File: config.mk
export PLATFORM = sky130hd
export DESIGN_NAME = flash_seq
export DESIGN_NICKNAME = d
export VERILOG_FILES = /design/src/rtl/flash_seq.sv
export SDC_FILE = /design/constraint.sdc
export NUM_CORES = 1
export LEC_CHECK = 0
export CELL_PAD_IN_SITES_DETAIL_PLACEMENT = 0
export CELL_PAD_IN_SITES_GLOBAL_PLACEMENT = 1
export CORE_MARGIN = 2
export CORE_UTILIZATION = 35
export CTS_CLUSTER_SIZE = 28
export DETAILED_ROUTE_END_ITERATION = 8
export PLACE_DENSITY_LB_ADDON = 0.1
export REMOVE_ABC_BUFFERS = 1
export SYNTH_ARGS = -nofsm -noshare
export SYNTH_HDL_FRONTEND = slang
export SYNTH_SLANG_ARGS = --single-unit
File: constraint.sdc
create_clock -name clk -period 5.99 [get_ports clk]
set_input_delay 0.599 -clock clk [delete_from_list [all_inputs] [get_ports clk]]
set_output_delay 0.599 -clock clk [all_outputs]
set_load 0.03 [all_outputs]
File: src/rtl/flash_seq.sv
// rtl/flash_seq.sv - JEDEC command sequencer for the ROM controller byte-strobe port
// Expands host commands into address/data bus cycles and runs DQ7/DQ5 data polling.
module flash_seq #(
  parameter int unsigned ACC_GAP  = 8,
  parameter logic [25:0] POLL_MAX = 26'h3FF_FFFF
) (
  input  logic        clk,
  input  logic        rst_n,
  input  logic        cmd_rd,
  input  logic        cmd_prog,
  input  logic        cmd_serase,
  input  logic        cmd_cerase,
  input  logic [18:0] cmd_addr,
  input  logic [7:0]  cmd_data,
  output logic        busy,
  output logic        done,
  output logic        err,
  output logic [7:0]  rdata,
  output logic        wr_addr,
  output logic        wr_data,
  output logic        rd_data,
  output logic [7:0]  wr_buffer,
  input  logic [7:0]  rd_buffer
);

  typedef enum logic [2:0] {
    S_IDLE, S_ADDR0, S_ADDR1, S_ADDR2, S_ACCESS, S_GAP, S_DONE, S_ERR
  } state_e;

  typedef enum logic [1:0] {C_RD, C_PROG, C_SER, C_CER} cmd_e;

  typedef struct packed {
    logic [18:0] addr;
    logic [7:0]  data;
    logic        rd;
  } bc_t;

  localparam int unsigned    GW       = $clog2(ACC_GAP);
  localparam logic [GW-1:0]  GAP_LAST = GW'(ACC_GAP - 1);
  localparam logic [18:0]    UNLOCK1  = 19'h00555;
  localparam logic [18:0]    UNLOCK2  = 19'h002AA;

  // Bus cycle for a given sequence step; steps past the last write are poll reads.
  function automatic bc_t seq_bc(input cmd_e c, input logic [2:0] st,
                                 input logic [18:0] a, input logic [7:0] d);
    bc_t b;
    b = '{addr: a, data: 8'h00, rd: 1'b1};
    if (c == C_PROG) begin
      case (st)
        3'd0:    b = '{UNLOCK1, 8'hAA, 1'b0};
        3'd1:    b = '{UNLOCK2, 8'h55, 1'b0};
        3'd2:    b = '{UNLOCK1, 8'hA0, 1'b0};
        3'd3:    b = '{a, d, 1'b0};
        default: b = '{a, 8'h00, 1'b1};
      endcase
    end else if (c == C_SER || c == C_CER) begin
      case (st)
        3'd0: b = '{UNLOCK1, 8'hAA, 1'b0};
        3'd1: b = '{UNLOCK2, 8'h55, 1'b0};
        3'd2: b = '{UNLOCK1, 8'h80, 1'b0};
        3'd3: b = '{UNLOCK1, 8'hAA, 1'b0};
        3'd4: b = '{UNLOCK2, 8'h55, 1'b0};
        3'd5: begin
          if (c == C_SER) b = '{a, 8'h30, 1'b0};
          else            b = '{UNLOCK1, 8'h10, 1'b0};
        end
        default: begin
          if (c == C_CER) b.addr = 19'h0;
        end
      endcase
    end
    return b;
  endfunction

  state_e      state_q;
  cmd_e        cmd_q;
  logic [2:0]  step_q;
  logic [18:0] addr_q;
  logic [7:0]  data_q;
  logic [18:0] bc_addr_q;
  logic [7:0]  bc_data_q;
  logic        bc_rd_q;
  logic        rechk_q;
  logic [GW-1:0] gap_q;
  logic [25:0] poll_cnt_q;
  logic        busy_q, done_q, err_q;
  logic [7:0]  rdata_q;
  logic        wr_addr_q, wr_data_q, rd_data_q;
  logic [7:0]  wr_buffer_q;

  logic any_cmd_d;
  cmd_e new_cmd_d;
  bc_t  start_bc_d;
  bc_t  next_bc_d;
  logic poll_ok_d;

  always_comb begin
    any_cmd_d = cmd_rd | cmd_prog | cmd_serase | cmd_cerase;
    new_cmd_d = C_CER;
    if (cmd_rd)          new_cmd_d = C_RD;
    else if (cmd_prog)   new_cmd_d = C_PROG;
    else if (cmd_serase) new_cmd_d = C_SER;
    start_bc_d = seq_bc(new_cmd_d, 3'd0, cmd_addr, cmd_data);
    next_bc_d  = seq_bc(cmd_q, step_q + 3'd1, addr_q, data_q);
    poll_ok_d  = (rd_buffer[7] == ((cmd_q == C_PROG) ? data_q[7] : 1'b1));
  end

  always_ff @(posedge clk or negedge rst_n) begin
    if (!rst_n) begin
      state_q     <= S_IDLE;
      cmd_q       <= C_RD;
      step_q      <= '0;
      addr_q      <= '0;
      data_q      <= '0;
      bc_addr_q   <= '0;
      bc_data_q   <= '0;
      bc_rd_q     <= 1'b0;
      rechk_q     <= 1'b0;
      gap_q       <= '0;
      poll_cnt_q  <= '0;
      busy_q      <= 1'b0;
      done_q      <= 1'b0;
      err_q       <= 1'b0;
      rdata_q     <= '0;
      wr_addr_q   <= 1'b0;
      wr_data_q   <= 1'b0;
      rd_data_q   <= 1'b0;
      wr_buffer_q <= '0;
    end else begin
      done_q    <= 1'b0;
      err_q     <= 1'b0;
      wr_addr_q <= 1'b0;
      wr_data_q <= 1'b0;
      rd_data_q <= 1'b0;
      case (state_q)
        S_IDLE: begin
          if (any_cmd_d) begin
            cmd_q       <= new_cmd_d;
            addr_q      <= cmd_addr;
            data_q      <= cmd_data;
            step_q      <= '0;
            poll_cnt_q  <= '0;
            rechk_q     <= 1'b0;
            busy_q      <= 1'b1;
            bc_addr_q   <= start_bc_d.addr;
            bc_data_q   <= start_bc_d.data;
            bc_rd_q     <= start_bc_d.rd;
            state_q     <= S_ADDR0;
            wr_addr_q   <= 1'b1;
            wr_buffer_q <= start_bc_d.addr[7:0];
          end
        end
        S_ADDR0: begin
          state_q     <= S_ADDR1;
          wr_addr_q   <= 1'b1;
          wr_buffer_q <= bc_addr_q[15:8];
        end
        S_ADDR1: begin
          state_q     <= S_ADDR2;
          wr_addr_q   <= 1'b1;
          wr_buffer_q <= {5'b0, bc_addr_q[18:16]};
        end
        S_ADDR2: begin
          state_q <= S_ACCESS;
          if (bc_rd_q) begin
            rd_data_q <= 1'b1;
          end else begin
            wr_data_q   <= 1'b1;
            wr_buffer_q <= bc_data_q;
          end
        end
        S_ACCESS: begin
          state_q <= S_GAP;
          gap_q   <= '0;
        end
        S_GAP: begin
          if (gap_q != GAP_LAST) begin
            gap_q <= gap_q + GW'(1);
          end else if (!bc_rd_q) begin
            step_q      <= step_q + 3'd1;
            bc_addr_q   <= next_bc_d.addr;
            bc_data_q   <= next_bc_d.data;
            bc_rd_q     <= next_bc_d.rd;
            state_q     <= S_ADDR0;
            wr_addr_q   <= 1'b1;
            wr_buffer_q <= next_bc_d.addr[7:0];
          end else begin
            // Last gap cycle of a read: the controller's byte is valid now.
            rdata_q <= rd_buffer;
            if (cmd_q == C_RD || poll_ok_d) begin
              state_q <= S_DONE;
              done_q  <= 1'b1;
            end else if (rechk_q || (poll_cnt_q == POLL_MAX - 26'd1 && !rd_buffer[5])) begin
              state_q <= S_ERR;
              err_q   <= 1'b1;
            end else begin
              if (rd_buffer[5]) rechk_q    <= 1'b1;
              else              poll_cnt_q <= poll_cnt_q + 26'd1;
              state_q     <= S_ADDR0;
              wr_addr_q   <= 1'b1;
              wr_buffer_q <= bc_addr_q[7:0];
            end
          end
        end
        S_DONE, S_ERR: begin
          state_q <= S_IDLE;
          busy_q  <= 1'b0;
        end
        default: state_q <= S_IDLE;
      endcase
    end
  end

  assign busy      = busy_q;
  assign done      = done_q;
  assign err       = err_q;
  assign rdata     = rdata_q;
  assign wr_addr   = wr_addr_q;
  assign wr_data   = wr_data_q;
  assign rd_data   = rd_data_q;
  assign wr_buffer = wr_buffer_q;

endmodule

Word-level counts from Yosys, hierarchy flattened. Index checks and enable logic that the tools add are counted.

Word-level logic and storage cells: 166. Flip-flop bits (word level): 115.

Bitwise operators: 4. Mux-type cells: 79. Reductions and logical operators: 28. Add/subtract/negate cells: 3. Equal/unequal tests: 33.

Operators by type and width (number): $mux W26 (6); $mux W28 (5); $pmux W28 S4 (1); $mux W19 (4); $mux W8 (9); $pmux W19 S3 (1); $pmux W26 S2 (1); $pmux W8 S5 (1); $pmux W19 S2 (1); $pmux W9 S4 (1); $mux W1 (30); $mux W3 (9); $add A26 B1 Y26 const B (1); $eq A26 B26 Y1 const B (1); $pmux W3 S7 (1); $ne A2 B2 Y1 const B (10); $eq A3 B3 Y1 const B (6); $pmux W8 S2 (1); $reduce_and A7 Y1 (2); $eq A3 B2 Y1 const B (4); $pmux W3 S2 (2); $ne A3 B3 Y1 const B (3); $eq A2 B2 Y1 const B (4); $reduce_and A2 Y1 (4); 21 further kinds (39).

Longest topological paths before layout. Gate-level depths: netlist (run 1).

Depth after elaboration: 9. Gate-level depth with buffers: 9.

Least setup slack after synthesis (run 1). Ideal clock, no wire load.

Path type: reg2reg. Start: register gap_q[0]. End: register poll_cnt_q[9]. Stages on the path, launching flop included: 9. Clock period less this slack: 2.368 ns. Buffers on the path: 1. Arrival: 2.290 ns. Setup time: 0.078 ns. Path slack: 3.622 ns. Cells stage by stage: dfrtp_1 -> ha_1 -> ha_1 -> nand4b_4 -> a21boi_2 -> or4_4 -> buf_6 -> or4_1 -> a21oi_1.

Word-level cells in the longest chain between the ends: 3.

RTL lines: start, declared (line 84) `logic [GW-1:0] gap_q;`; start signal, assigned (line 178) `gap_q <= gap_q + GW'(1);`; $ne A3 B3 Y1 (line 177) `if (gap_q != GAP_LAST) begin`; $ne A2 B2 Y1 (no source line); $reduce_and A7 Y1 (no source line); end signal, assigned (line 198) `else poll_cnt_q <= poll_cnt_q + 26'd1;`; end, declared (line 85) `logic [25:0] poll_cnt_q;`.

Every way passes these cells. A chain may end at the register's enable or synchronous reset.

Final worst setup path (run 1).
Start: register state_q[0]. End: register rdata_q[4], in the netlist rdata[4].

Word-level cells in the longest chain between the ends: 2.

RTL lines: start, declared (line 75) `state_e state_q;`; start signal, assigned (line 110) `state_q <= S_IDLE;`; start signal, assigned (line 148) `state_q <= S_ADDR0;`; start signal, assigned (line 154) `state_q <= S_ADDR1;`; $eq A3 B3 Y1 (line 135) `case (state_q)`; $reduce_and A3 Y1 (no source line); end signal, assigned (line 189) `rdata_q <= rd_buffer;`; end, declared (line 87) `logic [7:0] rdata_q;`.

Every way passes these cells.

==> results of run 1 <==
==> registers in the layout, indices dropped and copies added (netlist names) <==
name        cells
bc_addr_q      19
state_q         3
bc_data_q       8
cmd_q           2
wr_data         1
wr_buffer       8
data_q          8
busy            1
rd_data         1
done            1
gap_q           3
rechk_q         1
poll_cnt_q     26
err             1
bc_rd_q         1
wr_addr         1
step_q          3
rdata           8
addr_q         19
==> per-layer routing <==
metal	wire (um)	share of wire	global-route usage
met1	8540	0.46	0.263
met3	645	0.035	0.0428
met4	357	0.019	0.0670
met2	9000	0.49	0.317
met5	0	0	0
==> per-stage QoR <==
stage	hold WS [ns]	utilization	worst slack, ns
after floorplan	0.303	-	3.03
after global placement	0.459	0.398	2.51
after global routing	0.176	0.432	2.50
final	0.143	0.432	2.69
after detailed placement	0.465	0.398	2.44
after CTS	0.152	0.432	2.79
==> layout make-up <==
type	instances	area [um^2]
Inverter	15	56.3
Sequential cell	115	2880
Timing Repair Buffer	68	663
Clock buffer	21	470
Fill cell	1735	10200
Tap cell	229	287
Multi-Input combinational cell	532	3240
Clock inverter	11	129
==> cell families after synthesis <==
group | count (synthesis) | share of synthesized area
flip-flops | 115 | 0.453
adder cells (fa/ha/maj) | 9 | 0.0177
buffers and inverters | 56 | 0.0384
AND/OR/NAND/NOR | 313 | 0.243
AO/OA/AOI/OAI | 185 | 0.206
XOR/XNOR | 2 | 0.00394
multiplexers | 23 | 0.0390
==> worst max path at each step <==
| stage | from | end | slack, ns | cells after the start |
|---|---|---|---|---|
| 6_report | state_q[0]$_DFFE_PN0P_ | rdata[4]$_DFFE_PN0P_ | 2.69 | 4 |
| 5_1_grt | state_q[0]$_DFFE_PN0P_ | rdata[4]$_DFFE_PN0P_ | 2.50 | 4 |
| 4_1_cts | state_q[0]$_DFFE_PN0P_ | rdata[5]$_DFFE_PN0P_ | 2.79 | 4 |
| 3_5_place_dp | cmd_rd | bc_data_q[5]$_DFFE_PN0P_ | 2.44 | 6 |
| 3_3_place_gp | cmd_rd | cmd_q[0]$_DFFE_PN0P_ | 2.51 | 6 |
| 2_1_floorplan | state_q[0]$_DFFE_PN0P_ | poll_cnt_q[2]$_DFFE_PN0P_ | 3.03 | 4 |
==> power by group through the flow <==
| stage | logic, W | registers (W) | clock network (W) |
|---|---|---|---|
| after detailed placement | 0.00139 | 0.00127 | 0 |
| after global routing | 0.00154 | 0.00129 | 0.00109 |
| after floorplan | 0.000845 | 0.00129 | 0 |
| final | 0.00138 | 0.00126 | 0.00103 |
| after CTS | 0.00139 | 0.00126 | 0.00104 |
| after global placement | 0.00137 | 0.00127 | 0 |
==> placed cells by master (no fill, tap or decap), types with 9 or more instances in the layout <==
| cell type | instances |
|---|---|
| a21o_1 | 17 |
| a21oi_1 | 37 |
| a221o_1 | 11 |
| and3_1 | 11 |
| clkbuf_16 | 17 |
| clkdlybuf4s50_1 | 61 |
| dfrtp_1 | 115 |
| ha_1 | 9 |
| inv_1 | 15 |
| mux2_2 | 14 |
| mux2i_1 | 9 |
| nand2_1 | 140 |
| nand2b_1 | 12 |
| nand3_1 | 13 |
| nor2_1 | 47 |
| nor2b_1 | 11 |
| nor3_1 | 16 |
| nor4_1 | 9 |
| o21ai_0 | 33 |
| o31ai_1 | 12 |
| or4_1 | 12 |
==> metrics.cfg, run 1 <==
[outcome]
outcome=completed

[worst_setup_path]
slowest_delay_ns=0.98
reg2reg_depth=4
r2r-end=rdata[4]$_DFFE_PN0P_
critPathArrivalTime_ns=3.60
critPathBufInv=0
required_ns=6.29
rr_startpoint=state_q[0]$_DFFE_PN0P_
crit_path_start_kind=flip-flop
end_kind=flip-flop
crit_family=simple AND/OR/NAND/NOR gates
rrSetupSlack_ns=2.69
critical-path-slowest-cell=dfrtp_1
critPathKind=reg2reg
cp_max_fo=25
crit_chain=and3b_1 > and2_1 > nand2_1 > mux2_2

[logic_synthesis]
post-synth-top-count-cell=nand2_1
synth_edf_count=0
synth-seq-area-share=0.453
netlist_instances=703
avgSynthCellArea_um2=9.04
ys_types=70
netlist_area_mm2=0.00636
yosysTopAreaCell=dfrtp_1
synth_top_area_share=0.453
synthTopCellsByArea=dfrtp_1, nand2_1, a21oi_1
async_flop_share=1.00
yosys_warnings=0
yosys-top-cells-count=nand2_1, dfrtp_1, nor2_1
ys_ff_latch=115
synthFlopType=dfrtp_1

[place]
dpl_cell_area_mm2=0.00713
dp.cells=959
portBuffers=62
dp.final_hpwl_mm=12.6
gp_congestion=0.824

[drt]
wl_mm=18.5
drc=0
post_drt_wl_per_cell_um=18.7
avgViaCountPerCell=5.62
postRouteAntennaNets=0
firstDrtPassIters=8
drtIter0Drc=448
vias=5574

[clock_tree]
clk_pin_slew_worst_paths_ns=0.06
post_cts_resized=0
cts_buffers=17
clockRootBuffer=clkbuf_16
cts.path.max_buffers=2
clkLatencyLatePin_ns=0.43
cts_setup_buffers=0
htreeDepth=4
clock_sinks=115
cts_tree=yes
holdBufCountCts=0

[global_route]
grt_overflow=0
grt_usage=0.196
grt_antenna_before_repair=0
grt_start_max_net_pins=80
grt_pass1_wl_mm=29.7
grt_pass1_vias=5320

[sta]
setup_viol=0
finClkSkew_ns=0.0194
maxSlewViolCount=0
min_period_ns=3.30
fmax_mhz=303
rsz0062_at_grt=false
max_slew_margin=0.308
worstMarginPinSlew_ns=1.04
tns_ns=0
hold_viol=0
min_period_over_period=0.551

[cells_and_area]
final_area_mm2=0.00773
antenna_cells=0
area_growth_pct=21.5
nets=799
drive_gt1_frac=0.0932
final_cells=991

[floorplan]
die_area_mm2=0.0193
initial_core_util=0.355
pin_count=63
die_w_um=139
die_y_um=139
core_mm2=0.0179
rows=49

[pwr]
vdd_drop_max_mv=0.243
switchingPower_w=0.00145
power_frac_seq=0.344
p_leak_nw=3.30
pwr-share-comb=0.376
swShare=0.394
p_int_w=0.00222
p_total_w=0.00367
p_clk_frac=0.280
power_density_mw_per_mm2=474

[min_path]
min_path_type=in2async

[run]
drv_cap=0

(Power assumes the default switching activity.)
==> run 2, diff against run 1 <==
==> constraint.sdc (replaced) <==
create_clock -name clk -period 2.7 [get_ports clk]
set_input_delay 0.27 -clock clk [delete_from_list [all_inputs] [get_ports clk]]
set_output_delay 0.27 -clock clk [all_outputs]
set_load 0.03 [all_outputs]
==> run 2 against run 1 <==
Against the previous run:
- combinational power grew 150%
- non-clock buffer count is 33 higher
- die area unchanged
- final area increased by 3.2%
- fmax is 30% higher
==> metrics.cfg, run 2 (synthesized netlist as in run 1, its figures left out) <==
[outcome]
outcome=completed  ; unchanged

[worst_setup_path]
critPathKind=reg2reg  ; unchanged
crit_family=compound AO/OA/AOI/OAI gates  ; was simple AND/OR/NAND/NOR gates
crit_path_start_kind=flip-flop  ; unchanged
critPathArrivalTime_ns=2.84  ; was 3.60 ns
slowest_delay_ns=0.48  ; was 0.98 ns
rrSetupSlack_ns=0.16  ; was 2.69 ns
end_kind=flip-flop  ; unchanged
required_ns=3.00  ; was 6.29 ns
critical-path-slowest-cell=o211ai_1  ; was dfrtp_1
reg2reg_depth=6  ; was 4
rr_startpoint=step_q[0]$_DFFE_PN0P_  ; was state_q[0]$_DFFE_PN0P_
crit_chain=ha_1 > xnor2_1 > a32oi_1 > o211ai_1 > a221oi_1 > mux2_2  ; was and3b_1 > and2_1 > nand2_1 > mux2_2
critPathBufInv=0  ; unchanged
r2r-end=wr_buffer[0]$_DFFE_PN0P_  ; was rdata[4]$_DFFE_PN0P_
cp_max_fo=6  ; was 25

[pwr]
power_frac_seq=0.325  ; was 0.344
swShare=0.389  ; was 0.394
pwr-share-comb=0.414  ; was 0.376
power_density_mw_per_mm2=1040  ; was 474 mW/mm^2
vdd_drop_max_mv=0.562  ; was 0.243 mV
p_leak_nw=3.47  ; was 3.30 nW
p_int_w=0.00504  ; was 0.00222 W
p_clk_frac=0.262  ; was 0.280
switchingPower_w=0.00322  ; was 0.00145 W

[place]
dp.cells=991  ; was 959
gp_congestion=0.879  ; was 0.824
portBuffers=62  ; unchanged
dp.final_hpwl_mm=13.3  ; was 12.6 mm

[floorplan]
initial_core_util=0.355  ; unchanged
pin_count=63  ; unchanged
die_y_um=139  ; unchanged
rows=49  ; unchanged
core_mm2=0.0179  ; unchanged
die_area_mm2=0.0193  ; unchanged
die_w_um=139  ; unchanged

[global_route]
grt_start_max_net_pins=72  ; was 80
grt_pass1_vias=5602  ; was 5320
grt_usage=0.199  ; was 0.196
grt_pass1_wl_mm=30.3  ; was 29.7 mm
grt_overflow=0  ; unchanged
grt_antenna_before_repair=0  ; unchanged

[cells_and_area]
drive_gt1_frac=0.129  ; was 0.0932
nets=832  ; was 799
fillers=1747  ; was 1735
top_register=poll_cnt_q  ; unchanged
biggestRegsByFlops=poll_cnt_q: 26 flops, addr_q: 19 flops, bc_addr_q: 19 flops  ; unchanged
final_cells=1022  ; was 991
layout_commonest_cell=nand2_1  ; unchanged
layout_common_cells=nand2_1, dfrtp_1, clkdlybuf4s50_1  ; unchanged
largest_reg_flops=26  ; unchanged
area_growth_pct=25.5  ; was 21.5%
antenna_cells=0  ; unchanged

[sta]
setup_viol=0  ; unchanged
maxSlewViolCount=0  ; unchanged
finClkSkew_ns=0.0125  ; was 0.0194 ns
tns_ns=0  ; unchanged
hold_viol=0  ; unchanged
rsz0062_at_grt=false  ; unchanged
fmax_mhz=394  ; was 303 MHz
max_slew_margin=0.498  ; was 0.308
holdWs_ns=0.292  ; was 0.143 ns
worstMarginPinSlew_ns=0.732  ; was 1.04 ns
min_period_over_period=0.940  ; was 0.551
min_period_ns=2.54  ; was 3.30 ns

[clock_tree]
post_cts_resized=0  ; unchanged
cts_buffers=17  ; unchanged
clock_sinks=115  ; unchanged
clkLatencyLatePin_ns=0.42  ; was 0.43 ns
clk_pin_slew_worst_paths_ns=0.06  ; about the same
htreeDepth=4  ; unchanged
clockRootBuffer=clkbuf_16  ; unchanged
cts_tree=yes  ; unchanged
cts.path.max_buffers=2  ; unchanged

[drt]
drtIter0Drc=378  ; was 448
post_drt_wl_per_cell_um=18.3  ; was 18.7 um
avgViaCountPerCell=5.56  ; was 5.62
wl_mm=18.7  ; was 18.5 mm
firstDrtPassIters=5  ; was 8
drc=0  ; unchanged
postRouteAntennaNets=0  ; unchanged
vias=5680  ; was 5574

[run]
drv_cap=0  ; unchanged

[min_path]
min_path_type=in2async  ; unchanged

==> run 2: cell types whose count changed in the layout (fill, tap and decap cells not counted), sizes merged <==
cell | previous run | this run
dlygate4sd3 | 0 | 1
bufinv | 2 | 1
clkinv | 4 | 5
clkinvlp | 5 | 3
buf | 7 | 39
==> run 2: per-stage QoR <==
step / cell area [um^2] / setup WS, ns / util / power [W]
CTS: 7980 / 0.179 / 0.446 / 0.00834
finish: 7980 / 0.161 / 0.446 / 0.00826
global route: 7980 / 0.0495 / 0.446 / 0.00883
detailed placement: 7410 / 0.137 / 0.414 / 0.00615
floorplan: 6170 / -0.264 / - / 0.00474
global placement: 7410 / 0.158 / 0.414 / 0.00609
==> run 2: cell type report <==
cell class,instances,area [um^2],share of cell area
multi-input cells,532,3240,0.407
flip-flops and latches,115,2880,0.361
repair buffers,101,951,0.119
clock buffers,21,480,0.0602
well taps,229,287,0.0359
clock inverters,9,81.3,0.0102
inverters,15,56.3,0.00706
==> run 2: how the worst max path moves through the flow <==
| stage | from | to | slack, ns | depth (start not counted) |
|---|---|---|---|---|
| 6_report | step_q[0]$_DFFE_PN0P_ | wr_buffer[0]$_DFFE_PN0P_ | 0.16 | 6 |
| 5_1_grt | step_q[0]$_DFFE_PN0P_ | wr_buffer[7]$_DFFE_PN0P_ | 0.05 | 7 |
| 4_1_cts | step_q[0]$_DFFE_PN0P_ | wr_buffer[0]$_DFFE_PN0P_ | 0.18 | 6 |
| 3_5_place_dp | cmd_rd | wr_buffer[6]$_DFFE_PN0P_ | 0.14 | 6 |
| 3_3_place_gp | cmd_rd | wr_buffer[5]$_DFFE_PN0P_ | 0.16 | 6 |
| 2_1_floorplan | state_q[0]$_DFFE_PN0P_ | poll_cnt_q[2]$_DFFE_PN0P_ | -0.26 | 4 |
==> run 2: power by group through the flow <==
| stage | registers, W | clock network, W | logic, W |
|---|---|---|---|
| 3_3_place_gp | 0.00271 | 0 | 0.00339 |
| 2_1_floorplan | 0.00287 | 0 | 0.00187 |
| 4_1_cts | 0.00269 | 0.00220 | 0.00345 |
| 5_1_grt | 0.00276 | 0.00229 | 0.00378 |
| 3_5_place_dp | 0.00272 | 0 | 0.00343 |
| 6_report | 0.00268 | 0.00216 | 0.00342 |
==> run 2: worst reg2reg max path: cells and delay by family (launching register included) <==
family	cells	cell delay, ns
mux	1	0.31
flops	1	0.44
compound gates	3	0.96
xor+xnor	1	0.41
fa+ha+maj	1	0.31
==> run 2: per-layer routing <==
metal	vias up	part of all wire	wire (um)	global-route usage
met5	-	0	0	0
met4	0	0.022	412	0.0675
met3	26	0.040	751	0.0401
met2	155	0.50	9290	0.335
met1	2770	0.44	8270	0.256
li1	2729	-	-	-
==> run 2: timing repair <==
action	in CTS	in global routing
hold buffers	1	0
hold endpoints to repair	21	0
buffers inserted	0	0
==> RTL change 1, RTL diff (flow settings as in run 2) <==
The parameter `ACC_GAP` goes from 8 to 4.
--- a/src/rtl/flash_seq.sv
+++ b/src/rtl/flash_seq.sv
@@ -3,3 +3,3 @@
 module flash_seq #(
-  parameter int unsigned ACC_GAP  = 8,
+  parameter int unsigned ACC_GAP  = 4,
   parameter logic [25:0] POLL_MAX = 26'h3FF_FFFF
Function: same outputs for any inputs over 4 cycles, from zero or initial values and one cycle with rst_n low; that may be too few to reach the edited logic, so the function may still have changed.
==> RTL change 1 against run 2 <==
- global-route usage rose by 1.7 points
- sequential cell count decreased by 1
- synthesized area down 2.8%
- routed wire length up 1.1%
- clock power grew 16%
- final area decreased by 0.39%
- worst setup slack gained 89 ps
- utilization rose by 1.4 points
- critical path depth rose by 1
- combinational power is 19% higher
- first-iteration DRC count fell by 7.7%
- power grew 12%
- critical endpoint is now wr_buffer[4]$_DFFE_PN0P_
- largest cell class unchanged
==> RTL change 1: results (changes against run 2) <==
- Status: finished, final reports clean
- CTS root buf: clkbuf_16
- Avg WL per Cell: 18.4 um (+0.26%)
- Async set-reset flop share out of synthesis: 1.00 (unchanged)
- GPL Wtd Cong: 0.906 (+3.1%)
- PortBufs: 62 (unchanged)
- DR pass1 iterations: 7 (+2)
- CP Max Fanout: 7 (+1)
- Data arrival, critical path: 2790 ps (-50 ps)
- Initial antenna violation count: 0 (unchanged)
- # nets final: 842 (+1.2%)
- Fin crit share: 0.908 (-0.0329)
- DP HPWL: 14,000 um (+5.2%)
- Lkg Pwr: 3.39 nW (-2.2%)
- H-tree levels: 4 (unchanged)
- Largest vdd supply drop: 0.000541 V (-3.8%)
- Syn. warnings: 0 (unchanged)
- Seq/Total Area, Yosys: 0.462 (+0.00896)
- FF-to-FF Start: data_q[7]$_DFFE_PN0P_
- Number of fill cells in the layout: 1,670 (-4.4%)
- Dpl cells: 998 (+0.71%)
- Register clock-pin slew on the reported worst setup and hold paths: 50 ps
- Footprint of the multi-input gates: 3090 um2 (-4.9%)
- Slew @ Worst Pin: 845 ps (+113 ps)
- Via density: 5.51 (-0.94%)
- Hold Crit Class: primary input to flop
- Skew final: 7.72 ps (-4.79 ps)
- Fin Hold WS: 378 ps (+86.4 ps)
- Placed cell area: 7280 um2 (-1.6%)
- Max clock buf depth: 2 (unchanged)
- Sw frac: 0.396 (+0.00640)
- Vias in the first global route: 5,579 (-0.41%)
- DRT iter0 DRCs: 349 (-7.7%)
- Largest registers: poll_cnt_q x26, addr_q x19, bc_addr_q x19
- Startpoint types: flop
- Share of layout cells above drive strength 1: 0.125 (-0.00332)
- Count of cell types in the netlist: 68 (-2.9%)
- Reg2Reg Setup Slack: 250 ps (+90 ps)
- Worst hold start: cmd_data[6]
- Depth of the worst register-to-register path: 7 (+1)
- Dominant cells by area after synthesis: dfrtp_1 46%, nand2_1 9.6%, o21ai_0 3.7%
- Synth top cells by count: 158 x nand2_1, 114 x dfrtp_1, 53 x nor2_1
- Total GRT Usage: 0.216 (+0.0170)
- Largest net degree at the start of global routing: 59 (-18%)
- First-pass GRT wire length: 30,500 um (+0.54%)
- Mapped Cells: 706 (+0.43%)
- Post-Route WL: 18,900 um (+1.1%)
- CP endpoint: wr_buffer[4]$_DFFE_PN0P_
- DP Worst Slack: -83.1 ps (-221 ps)
==> RTL change 1: changes by cell type in the layout (fill, tap and decap cells not counted), moves of 11 or more <==
cell / run 2 / this run
a21o_1: 17 / 0
nand3_1: 13 / 25
o31ai_1: 12 / 1
nand2_1: 140 / 158
o21ai_0: 33 / 46
xnor2_1: 1 / 12
==> RTL change 1: area by class of cell <==
cell class,instances,area share
multi-input cells,531,0.388
repair buffers,109,0.126
clock buffers,19,0.0557
inverters,20,0.00945
clock inverters,13,0.0263
flip-flops and latches,114,0.359
well taps,225,0.0354
==> RTL change 1: layer usage <==
metal,up-vias,GRT usage,share of wire
li1,2695,-,-
met1,2818,0.293,0.46
met2,147,0.352,0.48
met3,16,0.0393,0.045
met4,0,0.0641,0.013
met5,-,0,0
==> RTL change 1: kinds of logic (layout without fill, tap and decap cells) <==
kind of cell    after synthesis  count (layout)  synth area share
fa+ha+maj                     8               8            0.0162
simple gates                310             310             0.226
xor+xnor                     17              17            0.0241
flops                       114             114             0.462
buf+inv                      61             161            0.0393
compound gates              182             182             0.208
mux                          14              14            0.0247
==> RTL change 1: critical path: stages, from the launching register on <==
cell and delay, ps:
dfrtp_1 430, or3b_4 420, a221oi_4 260, o21ai_1 170, a21oi_1 650, buf_4 260
nor2_1 40, a31oi_1 130
==> RTL change 1: power groups by stage <==
stage | combinational (mW) | sequential (mW) | clock, mW
finish | 4.08 | 2.70 | 2.50
CTS | 4.09 | 2.70 | 2.55
detailed placement | 4.08 | 2.73 | 0
global placement | 4.02 | 2.71 | 0
floorplan | 2.05 | 3.02 | 0
global route | 4.52 | 2.77 | 2.63
==> RTL change 1: what timing repair did <==
action,CTS,global route
setup endpoints to repair,0,0
endpoints found under the hold margin,55,0
hold buffers,1,0
==> RTL change 2, RTL diff (config.mk and constraints of run 2) <==
Without the edit above. Encoding of `cmd_e`: now Gray code (2 bits for 4 values).
--- a/src/rtl/flash_seq.sv
+++ b/src/rtl/flash_seq.sv
@@ -29,3 +29,3 @@
 
-  typedef enum logic [1:0] {C_RD, C_PROG, C_SER, C_CER} cmd_e;
+  typedef enum logic [1:0] {C_RD = 2'b00, C_PROG = 2'b01, C_SER = 2'b11, C_CER = 2'b10} cmd_e;
 
Function: no difference found for any inputs over 4 cycles, from zero or initial values and one cycle with rst_n low; so few cycles prove little.
==> RTL change 2 against run 2 <==
- power grew 4.1%
- sequential power shrank 2%
- routed wire length shrank 7.8%
- die area shrank 4.8%
- synthesized area shrank 4.9%
- worst setup slack gained 42 ps
- final area shrank 3.5%
- sequential cell count is the same
- via count shrank 2.9%
- critical path depth grew 3
- critical endpoint is now poll_cnt_q[9]$_DFFE_PN0P_
- largest cell class unchanged
==> RTL change 2: results (changes against run 2) <==
- Comb_multi_in: 531 (-0.19%)
- Post-Route WL: 17,300 um (-7.8%)
- Reg2Reg Setup Slack: 200 ps (+40 ps)
- Clock-cell share: 0.0760 (+0.00562)
- Largest vdd supply drop: 0.000557 V (-0.96%)
- Utilization after layout: 0.450 (+0.00430)
- Slew @ Worst Pin: 812 ps (+80.7 ps)
- Depth of the worst register-to-register path: 9 (+3)
- Seq/Total Area, Yosys: 0.476 (+0.0234)
- Share of layout cells above drive strength 1: 0.106 (-0.0224)
- Dpl cells: 983 (-0.81%)
- Fin Hold WS: 378 ps (+86.5 ps)
- Avg Inst Size Synth: 8.64 um2 (-4.5%)
- Skew final: 11.8 ps (-0.719 ps)
- Count of cell types in the netlist: 57 (-19%)
- Via count: 5,514 (-2.9%)
- Total core area: 17,100 um2 (-4.4%)
- Non-Clock Inverter Count: 12 (-3)
- Vias in the first global route: 5,286 (-5.6%)
- Largest net degree at the start of global routing: 58 (-19%)
- First-pass GRT wire length: 28,400 um (-6.5%)
- Non-clk buf share: 0.122 (+0.00266)
- Synth top cells by count: 141 x nand2_1, 115 x dfrtp_1, 64 x a21oi_1, 64 x nor2_1, 58 x o21ai_0
- Number of fill cells in the layout: 1,690 (-3.3%)
- Status: finished, final reports clean
- Placed cell area: 7100 um2 (-4.2%)
- FF-to-FF Start: poll_cnt_q[0]$_DFFE_PN0P_
- DP HPWL: 12,200 um (-8.0%)
- DRT iter0 DRCs: 401 (+6.1%)
- GPL Wtd Cong: 0.819 (-6.9%)
- # nets final: 828 (-0.48%)
[RTL change 2: power breakdown]
group          switching (mW)  internal (mW)  total, mW
clock network           0.781           1.46       2.24
logic                    2.32           1.40       3.72
registers               0.327           2.31       2.63
[RTL change 2: critical path: stages (launching register included)]
cell and delay, ps:
dfrtp_1 420, inv_1 60, ha_1 210, and4b_1 180, and4_1 220, a211oi_2 310
a21oi_2 250, buf_4 250, or3_1 360, a21oi_1 150
[RTL change 2: per-layer routing]
metal,track usage,vias to the layer above,wire length [um]
met2,0.300,135,7700
met1,0.290,2698,8740
met3,0.0423,20,630
li1,-,2661,-
met4,0.0579,0,197
met5,0,-,0
[RTL change 2: stage by stage]
stage                     TNS (ps)  setup WS [ps]
final                            0            202
after floorplan             -15350           -470
after CTS                        0            182
after global placement           0            171
after global routing             0           6.86
after detailed placement         0           92.9
[RTL change 2: worst max path at each step]
stage                                            to  slack (ps)  cells after the start
after CTS                 poll_cnt_q[9]$_DFFE_PN0P_         180                      9
after global placement    poll_cnt_q[8]$_DFFE_PN0P_         170                      8
after detailed placement  poll_cnt_q[9]$_DFFE_PN0P_          90                      8
after floorplan                cmd_q[0]$_DFFE_PN0P_        -470                      3
final                     poll_cnt_q[9]$_DFFE_PN0P_         200                      9
after global routing      bc_addr_q[14]$_DFFE_PN0P_           7                      9
[RTL change 2: logic make-up (layout without fill, tap and decap cells)]
group / Yosys count / after routing / share of synthesized area
AND/OR/NAND/NOR: 302 / 302 / 0.230
AO/OA/AOI/OAI: 202 / 202 / 0.210
flip-flops: 115 / 115 / 0.476
buffers and inverters: 54 / 145 / 0.0356
multiplexers: 11 / 11 / 0.0197
adder cells (fa/ha/maj): 9 / 9 / 0.0186
XOR/XNOR: 7 / 7 / 0.0101
